### config.mk
export PLATFORM = sky130hd
export DESIGN_NAME = manual_drive_fsm_flat
export DESIGN_NICKNAME = d
export VERILOG_FILES = /design/src/rtl/manual_drive_fsm_if.sv /design/src/rtl/manual_drive_fsm.sv /design/src/flat_wrapper.sv
export SDC_FILE = /design/constraint.sdc
export NUM_CORES = 1
export LEC_CHECK = 0
export CELL_PAD_IN_SITES_DETAIL_PLACEMENT = 0
export CELL_PAD_IN_SITES_GLOBAL_PLACEMENT = 2
export CORE_UTILIZATION = 31
export DETAILED_ROUTE_END_ITERATION = 12
export PLACE_DENSITY_LB_ADDON = 0.1
export SLEW_MARGIN = 20
export SYNTH_ARGS = -nofsm -noshare
export SYNTH_HDL_FRONTEND = slang
export SYNTH_SLANG_ARGS = --single-unit
export TNS_END_PERCENT = 50
### constraint.sdc
create_clock -name sys_clk -period 2.05 [get_ports sys_clk]
set_input_delay 0.205 -clock sys_clk [delete_from_list [all_inputs] [get_ports sys_clk]]
set_output_delay 0.205 -clock sys_clk [all_outputs]
set_load 0.02 [all_outputs]
### src/rtl/manual_drive_fsm_if.sv
// manual_drive_fsm_if
//   Bundles the car-side levels that feed the manual-driving controller and
//   the indicator/state outputs it produces.
//   master : the surrounding car logic (drives switches, reads indicators)
//   slave  : manual_drive_fsm
//   Inputs  to slave : power_on, clutch, throttle, brake, reverse,
//                      left_btn, right_btn
//   Outputs of slave : car_state[1:0], kill, reverse_show, turn_show[1:0],
//                      mileage[MILE_W-1:0]
interface manual_drive_fsm_if #(
  parameter int MILE_W = 24
);
  logic              power_on;
  logic              clutch;
  logic              throttle;
  logic              brake;
  logic              reverse;
  logic              left_btn;
  logic              right_btn;
  logic [1:0]        car_state;
  logic              kill;
  logic              reverse_show;
  logic [1:0]        turn_show;
  logic [MILE_W-1:0] mileage;

  modport master (
    output power_on, clutch, throttle, brake, reverse, left_btn, right_btn,
    input  car_state, kill, reverse_show, turn_show, mileage
  );

  modport slave (
    input  power_on, clutch, throttle, brake, reverse, left_btn, right_btn,
    output car_state, kill, reverse_show, turn_show, mileage
  );
endinterface

### src/rtl/manual_drive_fsm.sv
// manual_drive_fsm
//   Manual-driving controller: tracks NOT_STARTING / STARTING / MOVING from
//   the driving switches, requests a stall (kill) on illegal operation,
//   blinks the turn indicators, mirrors the reverse switch and counts
//   mileage units while moving.
// Ports
//   sys_clk : single system clock
//   rst     : synchronous, active-high reset
//   io      : manual_drive_fsm_if.slave (switch levels in, indicators out)
// Parameters
//   TICK_CYCLES  : MOVING cycles per mileage unit
//   BLINK_CYCLES : half-period of the turn blink, in cycles
//   MILE_W       : mileage counter width
// All outputs come straight from registers.
module manual_drive_fsm #(
  parameter int TICK_CYCLES  = 100_000_000,
  parameter int BLINK_CYCLES = 50_000_000,
  parameter int MILE_W       = 24
) (
  input  logic               sys_clk,
  input  logic               rst,
  manual_drive_fsm_if.slave  io
);

  localparam int TW = (TICK_CYCLES  > 1) ? $clog2(TICK_CYCLES)  : 1;
  localparam int BW = (BLINK_CYCLES > 1) ? $clog2(BLINK_CYCLES) : 1;
  localparam logic [TW-1:0] TICK_LAST  = TW'(TICK_CYCLES - 1);
  localparam logic [BW-1:0] BLINK_LAST = BW'(BLINK_CYCLES - 1);

  typedef enum logic [1:0] {
    NOT_STARTING = 2'b00,
    STARTING     = 2'b01,
    MOVING       = 2'b10
  } state_t;

  state_t            state;
  logic              killQ;
  logic              revQ;
  logic              revShowQ;
  logic [1:0]        turnQ;
  logic [MILE_W-1:0] mileQ;
  logic [TW-1:0]     tickCnt;
  logic [BW-1:0]     blinkCnt;
  logic              blinkPh;

  logic revChange;
  logic oneBtn;

  assign revChange = io.reverse != revQ;
  assign oneBtn    = io.left_btn ^ io.right_btn;

  always_ff @(posedge sys_clk) begin
    // Reverse history is kept even while unpowered so a gear change made
    // with the car off is not mistaken for one made while driving.
    revQ <= io.reverse;

    if (rst || !io.power_on) begin
      state    <= NOT_STARTING;
      killQ    <= 1'b0;
      revShowQ <= 1'b0;
      turnQ    <= 2'b00;
      mileQ    <= '0;
      tickCnt  <= '0;
      blinkCnt <= '0;
      blinkPh  <= 1'b0;
    end else begin
      killQ    <= 1'b0;
      revShowQ <= io.reverse;

      // Free-running blink prescaler; phase flips on each wrap.
      if (blinkCnt == BLINK_LAST) begin
        blinkCnt <= '0;
        blinkPh  <= ~blinkPh;
      end else begin
        blinkCnt <= blinkCnt + 1'b1;
      end

      // Hazard beats single-side turn and is shown in any state.
      if (io.left_btn && io.right_btn)
        turnQ <= 2'b11;
      else if (oneBtn && state != NOT_STARTING)
        turnQ <= {io.left_btn & blinkPh, io.right_btn & blinkPh};
      else
        turnQ <= 2'b00;

      // Mileage prescaler only runs in MOVING and keeps its partial count
      // across stops, so short hops still accumulate into whole units.
      if (state == MOVING) begin
        if (tickCnt == TICK_LAST) begin
          tickCnt <= '0;
          if (mileQ != {MILE_W{1'b1}})
            mileQ <= mileQ + 1'b1;
        end else begin
          tickCnt <= tickCnt + 1'b1;
        end
      end

      case (state)
        NOT_STARTING: begin
          // Throttle without clutch stalls the engine; it re-fires every
          // cycle it is held until power is dropped upstream.
          if (io.throttle && !io.clutch)
            killQ <= 1'b1;
          else if (io.throttle && io.clutch && !io.brake)
            state <= STARTING;
        end
        STARTING: begin
          if (io.brake)
            state <= NOT_STARTING;
          else if (io.throttle && !io.clutch)
            state <= MOVING;
        end
        MOVING: begin
          // Shifting into/out of reverse while moving without the clutch
          // stalls; checked ahead of brake so it wins a same-cycle brake.
          if (revChange && !io.clutch) begin
            killQ <= 1'b1;
            state <= NOT_STARTING;
          end else if (io.brake) begin
            state <= NOT_STARTING;
          end else if (io.clutch || !io.throttle) begin
            state <= STARTING;
          end
        end
        default: state <= NOT_STARTING;
      endcase
    end
  end

  assign io.car_state    = state;
  assign io.kill         = killQ;
  assign io.reverse_show = revShowQ;
  assign io.turn_show    = turnQ;
  assign io.mileage      = mileQ;

endmodule

### src/flat_wrapper.sv
// flat-port wrapper written by rule: the top's interface ports become plain ports
module manual_drive_fsm_flat 
#(
  parameter int TICK_CYCLES  = 100_000_000,
  parameter int BLINK_CYCLES = 50_000_000,
  parameter int MILE_W       = 24
)
  (sys_clk, rst, io_power_on, io_clutch, io_throttle, io_brake, io_reverse, io_left_btn, io_right_btn, io_car_state, io_kill, io_reverse_show, io_turn_show, io_mileage);
  manual_drive_fsm_if #(.MILE_W(MILE_W)) io_i ();
  input  logic sys_clk;
  input  logic rst;
  input wire logic [$bits(io_i.power_on)-1:0] io_power_on;
  input wire logic [$bits(io_i.clutch)-1:0] io_clutch;
  input wire logic [$bits(io_i.throttle)-1:0] io_throttle;
  input wire logic [$bits(io_i.brake)-1:0] io_brake;
  input wire logic [$bits(io_i.reverse)-1:0] io_reverse;
  input wire logic [$bits(io_i.left_btn)-1:0] io_left_btn;
  input wire logic [$bits(io_i.right_btn)-1:0] io_right_btn;
  output wire logic [$bits(io_i.car_state)-1:0] io_car_state;
  output wire logic [$bits(io_i.kill)-1:0] io_kill;
  output wire logic [$bits(io_i.reverse_show)-1:0] io_reverse_show;
  output wire logic [$bits(io_i.turn_show)-1:0] io_turn_show;
  output wire logic [$bits(io_i.mileage)-1:0] io_mileage;
  assign io_i.power_on = io_power_on;
  assign io_i.clutch = io_clutch;
  assign io_i.throttle = io_throttle;
  assign io_i.brake = io_brake;
  assign io_i.reverse = io_reverse;
  assign io_i.left_btn = io_left_btn;
  assign io_i.right_btn = io_right_btn;
  assign io_car_state = io_i.car_state;
  assign io_kill = io_i.kill;
  assign io_reverse_show = io_i.reverse_show;
  assign io_turn_show = io_i.turn_show;
  assign io_mileage = io_i.mileage;
  manual_drive_fsm #(.TICK_CYCLES(TICK_CYCLES), .BLINK_CYCLES(BLINK_CYCLES), .MILE_W(MILE_W)) u_core (.sys_clk(sys_clk), .rst(rst), .io(io_i));
endmodule
==> results.py <==
metrics = {
    "sta": {
        "final-hold-violation-count": 0,
        "setup_violations": 0,
        "grt_setup_unrepaired": "true",
        "post-route-period-util": 0.982,
        "layout_min_cycle_time_ns": 2.01,
        "worst-slew-pin-transition_ns": 0.455,
        "timing.max_slew.rel_slack": 0.697,
        "setup_slack_ns": 0.0373,
        "finalSetupTns_ns": 0,
        "finalClockSkew_ns": 0.00731,
        "max_freq_ghz": 0.497,
        "final-max-slew-violation-count": 0,
    },
    "layout": {
        "fin_area_um2": 5180,
        "final_nets": 539,
        "layout-area-overhead-vs-synth_pct": 34.0,
        "post_route_cells_drive_above_1_share": 0.168,
        "antennaDiodeCount": 0,
        "number_of_standard_cells_in_the_layout_taps_in_and_fillers_out": 699,
    },
    "power_and_ir_drop": {
        "leakage_uw": 0.00176,
        "power.density_nw_per_um2": 631,
        "finalPower_uw": 3270,
        "power.ir.vdd_worst_mv": 0.460,
    },
    "synth": {
        "avgSynthCellArea_um2": 8.72,
        "synth_top_area_share": 0.440,
        "asyncSetResetFlopFracSynth": 0,
        "ys_seq_area_frac": 0.440,
        "synthDistinctLibCells": 42,
        "synth-edff-count": 0,
        "primary_ff_master_synth": "sky130_fd_sc_hd__dfxtp_1",
        "synth.ff_latch_count": 85,
        "synth_area_leaders": "sky130_fd_sc_hd__dfxtp_1, sky130_fd_sc_hd__xor2_1, sky130_fd_sc_hd__nor2_1, sky130_fd_sc_hd__nand4_1, sky130_fd_sc_hd__xnor2_1",
        "synth_area_um2": 3860,
        "synth_top_area_cell": "sky130_fd_sc_hd__dfxtp_1",
        "total_of_warnings_raised_by_yosys": 0,
        "synth_nets": 456,
        "netlist_instances": 443,
    },
    "placement": {
        "place_area_um2": 4720,
        "placement.io_buffers": 38,
        "gp_congestion": 0.706,
        "dp_worst_setup_slack_ns": 0.0295,
        "dp.final_hpwl_um": 6700,
        "dp_cells": 674,
    },
    "clocking": {
        "hold_buffers": 0,
        "htreeDepth": 3,
        "tritoncts_clock_tree": "built",
        "clock_path_buffers": 2,
        "clock_transition_at_the_registers_of_the_reported_paths_ns": 0.06,
        "clock_sink_count": 85,
        "insertion_delay_ns": 0.34,
        "cell_chosen_for_the_clock_root": "sky130_fd_sc_hd__clkbuf_16",
        "tritoncts.num_buffers": 9,
    },
    "global_routing": {
        "grt_antenna_before_repair": 0,
        "pin_count_of_the_biggest_net_entering_global_routing": 31,
        "grt_pass1_vias": 3230,
        "track_usage": 0.157,
        "global_route_wire_length_before_repair_um": 15900,
        "globalRoute.totalOverflow": 0,
    },
    "setup_path": {
        "arr_time_crit_path_ns": 2.30,
        "setup.worst_path.start_class": "flip-flop",
        "ff2ff_setup_slack_ns": 0.04,
        "regToRegStartpoint": "u_core.tickCnt[0]",
        "beginning_of_the_critical_path": "u_core.tickCnt[0]",
        "worst_r2r_path_depth": 8,
        "capturing_instance_or_port_of_the_critical_path": "u_core.io.mileage[10]",
        "regToRegEndpoint": "u_core.io.mileage[10]",
        "crit_path_end_kind": "flip-flop",
        "criticalPathCategory": "reg -> reg",
        "worst-path-max-fanout": 8,
        "critPathRequiredTime_ns": 2.34,
    },
    "status": {
        "run_status": "finished, final reports clean",
    },
    "job": {
        "maxCapViolCount": 0,
    },
    "hold_path": {
        "min_path_type": "in -> reg",
    },
    "detailed_routing": {
        "via_count": 3444,
        "route.final.wire_length_um": 9850,
        "drt-initial-drc-count": 177,
        "detail_route.vias_per_cell": 4.93,
        "drtPass1Iterations": 4,
        "drt.antenna.violating_nets": 0,
        "wl_per_cell_um": 14.1,
        "route.detailed.drc": 0,
    },
    "floorplan": {
        "area_of_the_core_um2": 12100,
        "floorplan.die_area_um2": 12900,
        "io_pins": 39,
        "die_y_um": 114,
        "die_x_um": 114,
        "initial_core_util": 0.320,
        "placementRows": 40,
    },
}
==> how the worst min path moves through the flow <==
stage	start	to	slack (ns)	depth (start not counted)
2_1_floorplan	io_reverse	u_core.revQ	0.23	0
3_3_place_gp	u_core.blinkCnt[0]	u_core.blinkCnt[0]	0.44	1
3_5_place_dp	u_core.blinkCnt[0]	u_core.blinkCnt[0]	0.46	1
4_1_cts	io_reverse	u_core.revQ	0.40	1
5_1_grt	io_reverse	u_core.revQ	0.43	1
6_report	io_reverse	u_core.revQ	0.40	1
==> power breakdown <==
group	switching, uW	total, uW	internal (uW)
clock	699	1520	825
sequential	3.12	1660	1650
combinational	50.0	89.2	39.2
==> flip-flops by register name, summed over array words and instances, names as in the netlist <==
signal and count:
u_core.tickCnt 27, u_core.blinkCnt 26, u_core.io.mileage 24, u_core.io.car_state 2
u_core.io.turn_show 2, u_core.blinkPh 1, u_core.io.kill 1, u_core.io.reverse_show 1
u_core.revQ 1
==> layout make-up <==
class / instances / area, um2
Tap cell: 168 / 210
Multi-Input combinational cell: 340 / 2140
Clock buffer: 9 / 225
Fill cell: 1210 / 6880
Timing Repair Buffer: 86 / 817
Inverter: 4 / 15.0
Sequential cell: 85 / 1720
Clock inverter: 7 / 50.0
==> worst max-delay path, cell delays in order (launching register included) <==
cell                        delay [ns]
sky130_fd_sc_hd__dfxtp_2          0.34
sky130_fd_sc_hd__ha_2             0.17
sky130_fd_sc_hd__and4b_2          0.25
sky130_fd_sc_hd__and4_4           0.26
sky130_fd_sc_hd__o211ai_4         0.07
sky130_fd_sc_hd__buf_4            0.16
sky130_fd_sc_hd__clkbuf_16        0.16
sky130_fd_sc_hd__or4_4            0.46
sky130_fd_sc_hd__nand2_1          0.07
==> layout by cell type, fill, tap and decap left out, drive strengths merged, types with 2 or more instances in the layout <==
master	netlist	routed
nor4b	2	2
clkdlybuf4s50	0	38
clkinv	0	2
and4	14	14
ha	4	4
or3	19	19
xor2	29	29
nor4	10	10
inv	4	6
nor3	4	4
nand2	27	27
and2	4	4
clkbuf	8	11
nand2b	3	3
or4	6	6
or2	2	2
dfxtp	85	85
buf	6	46
xnor2	21	21
nand4	31	31
a21oi	25	25
nand3	19	19
o211ai	3	3
o21ai	19	19
nor2b	3	3
mux2i	3	3
clkinvlp	0	3
o31ai	5	5
and3	15	15
nor2	66	66
==> stage by stage <==
stage | hold WS, ns | utilization
4_1_cts | 0.396 | 0.414
2_1_floorplan | 0.233 | -
3_5_place_dp | 0.456 | 0.391
6_report | 0.404 | 0.429
3_3_place_gp | 0.444 | 0.391
5_1_grt | 0.426 | 0.429
==> per-layer routing <==
layer	global-route usage	vias to the layer above	routed length (um)
li1	-	1762	-
met1	0.204	1637	4830
met2	0.250	37	4540
met3	0.0489	8	358
met4	0.0500	0	118
met5	0	-	0
==> Yosys cell counts (all sizes together) (8+ instances only) <==
cell type	instances
and3	15
nor4	10
xnor2	21
nand4	31
nand3	19
or3	19
dfxtp	85
o21ai	19
nor2	66
nand2	27
a21oi	25
xor2	29
and4	14
clkbuf	8
==> timing repair <==
item	in CTS	in global routing
setup buffers	0	6
gates resized for setup	0	21
setup endpoints to repair	0	23
==> kinds of logic after synthesis <==
group,synth area share
adder cells (fa/ha/maj),0.0129
XOR/XNOR,0.113
multiplexers,0.00777
AO/OA/AOI/OAI,0.0851
AND/OR/NAND/NOR,0.317
flip-flops,0.440
buffers and inverters,0.0240
No activity file was read; power rests on OpenSTA's default activity.
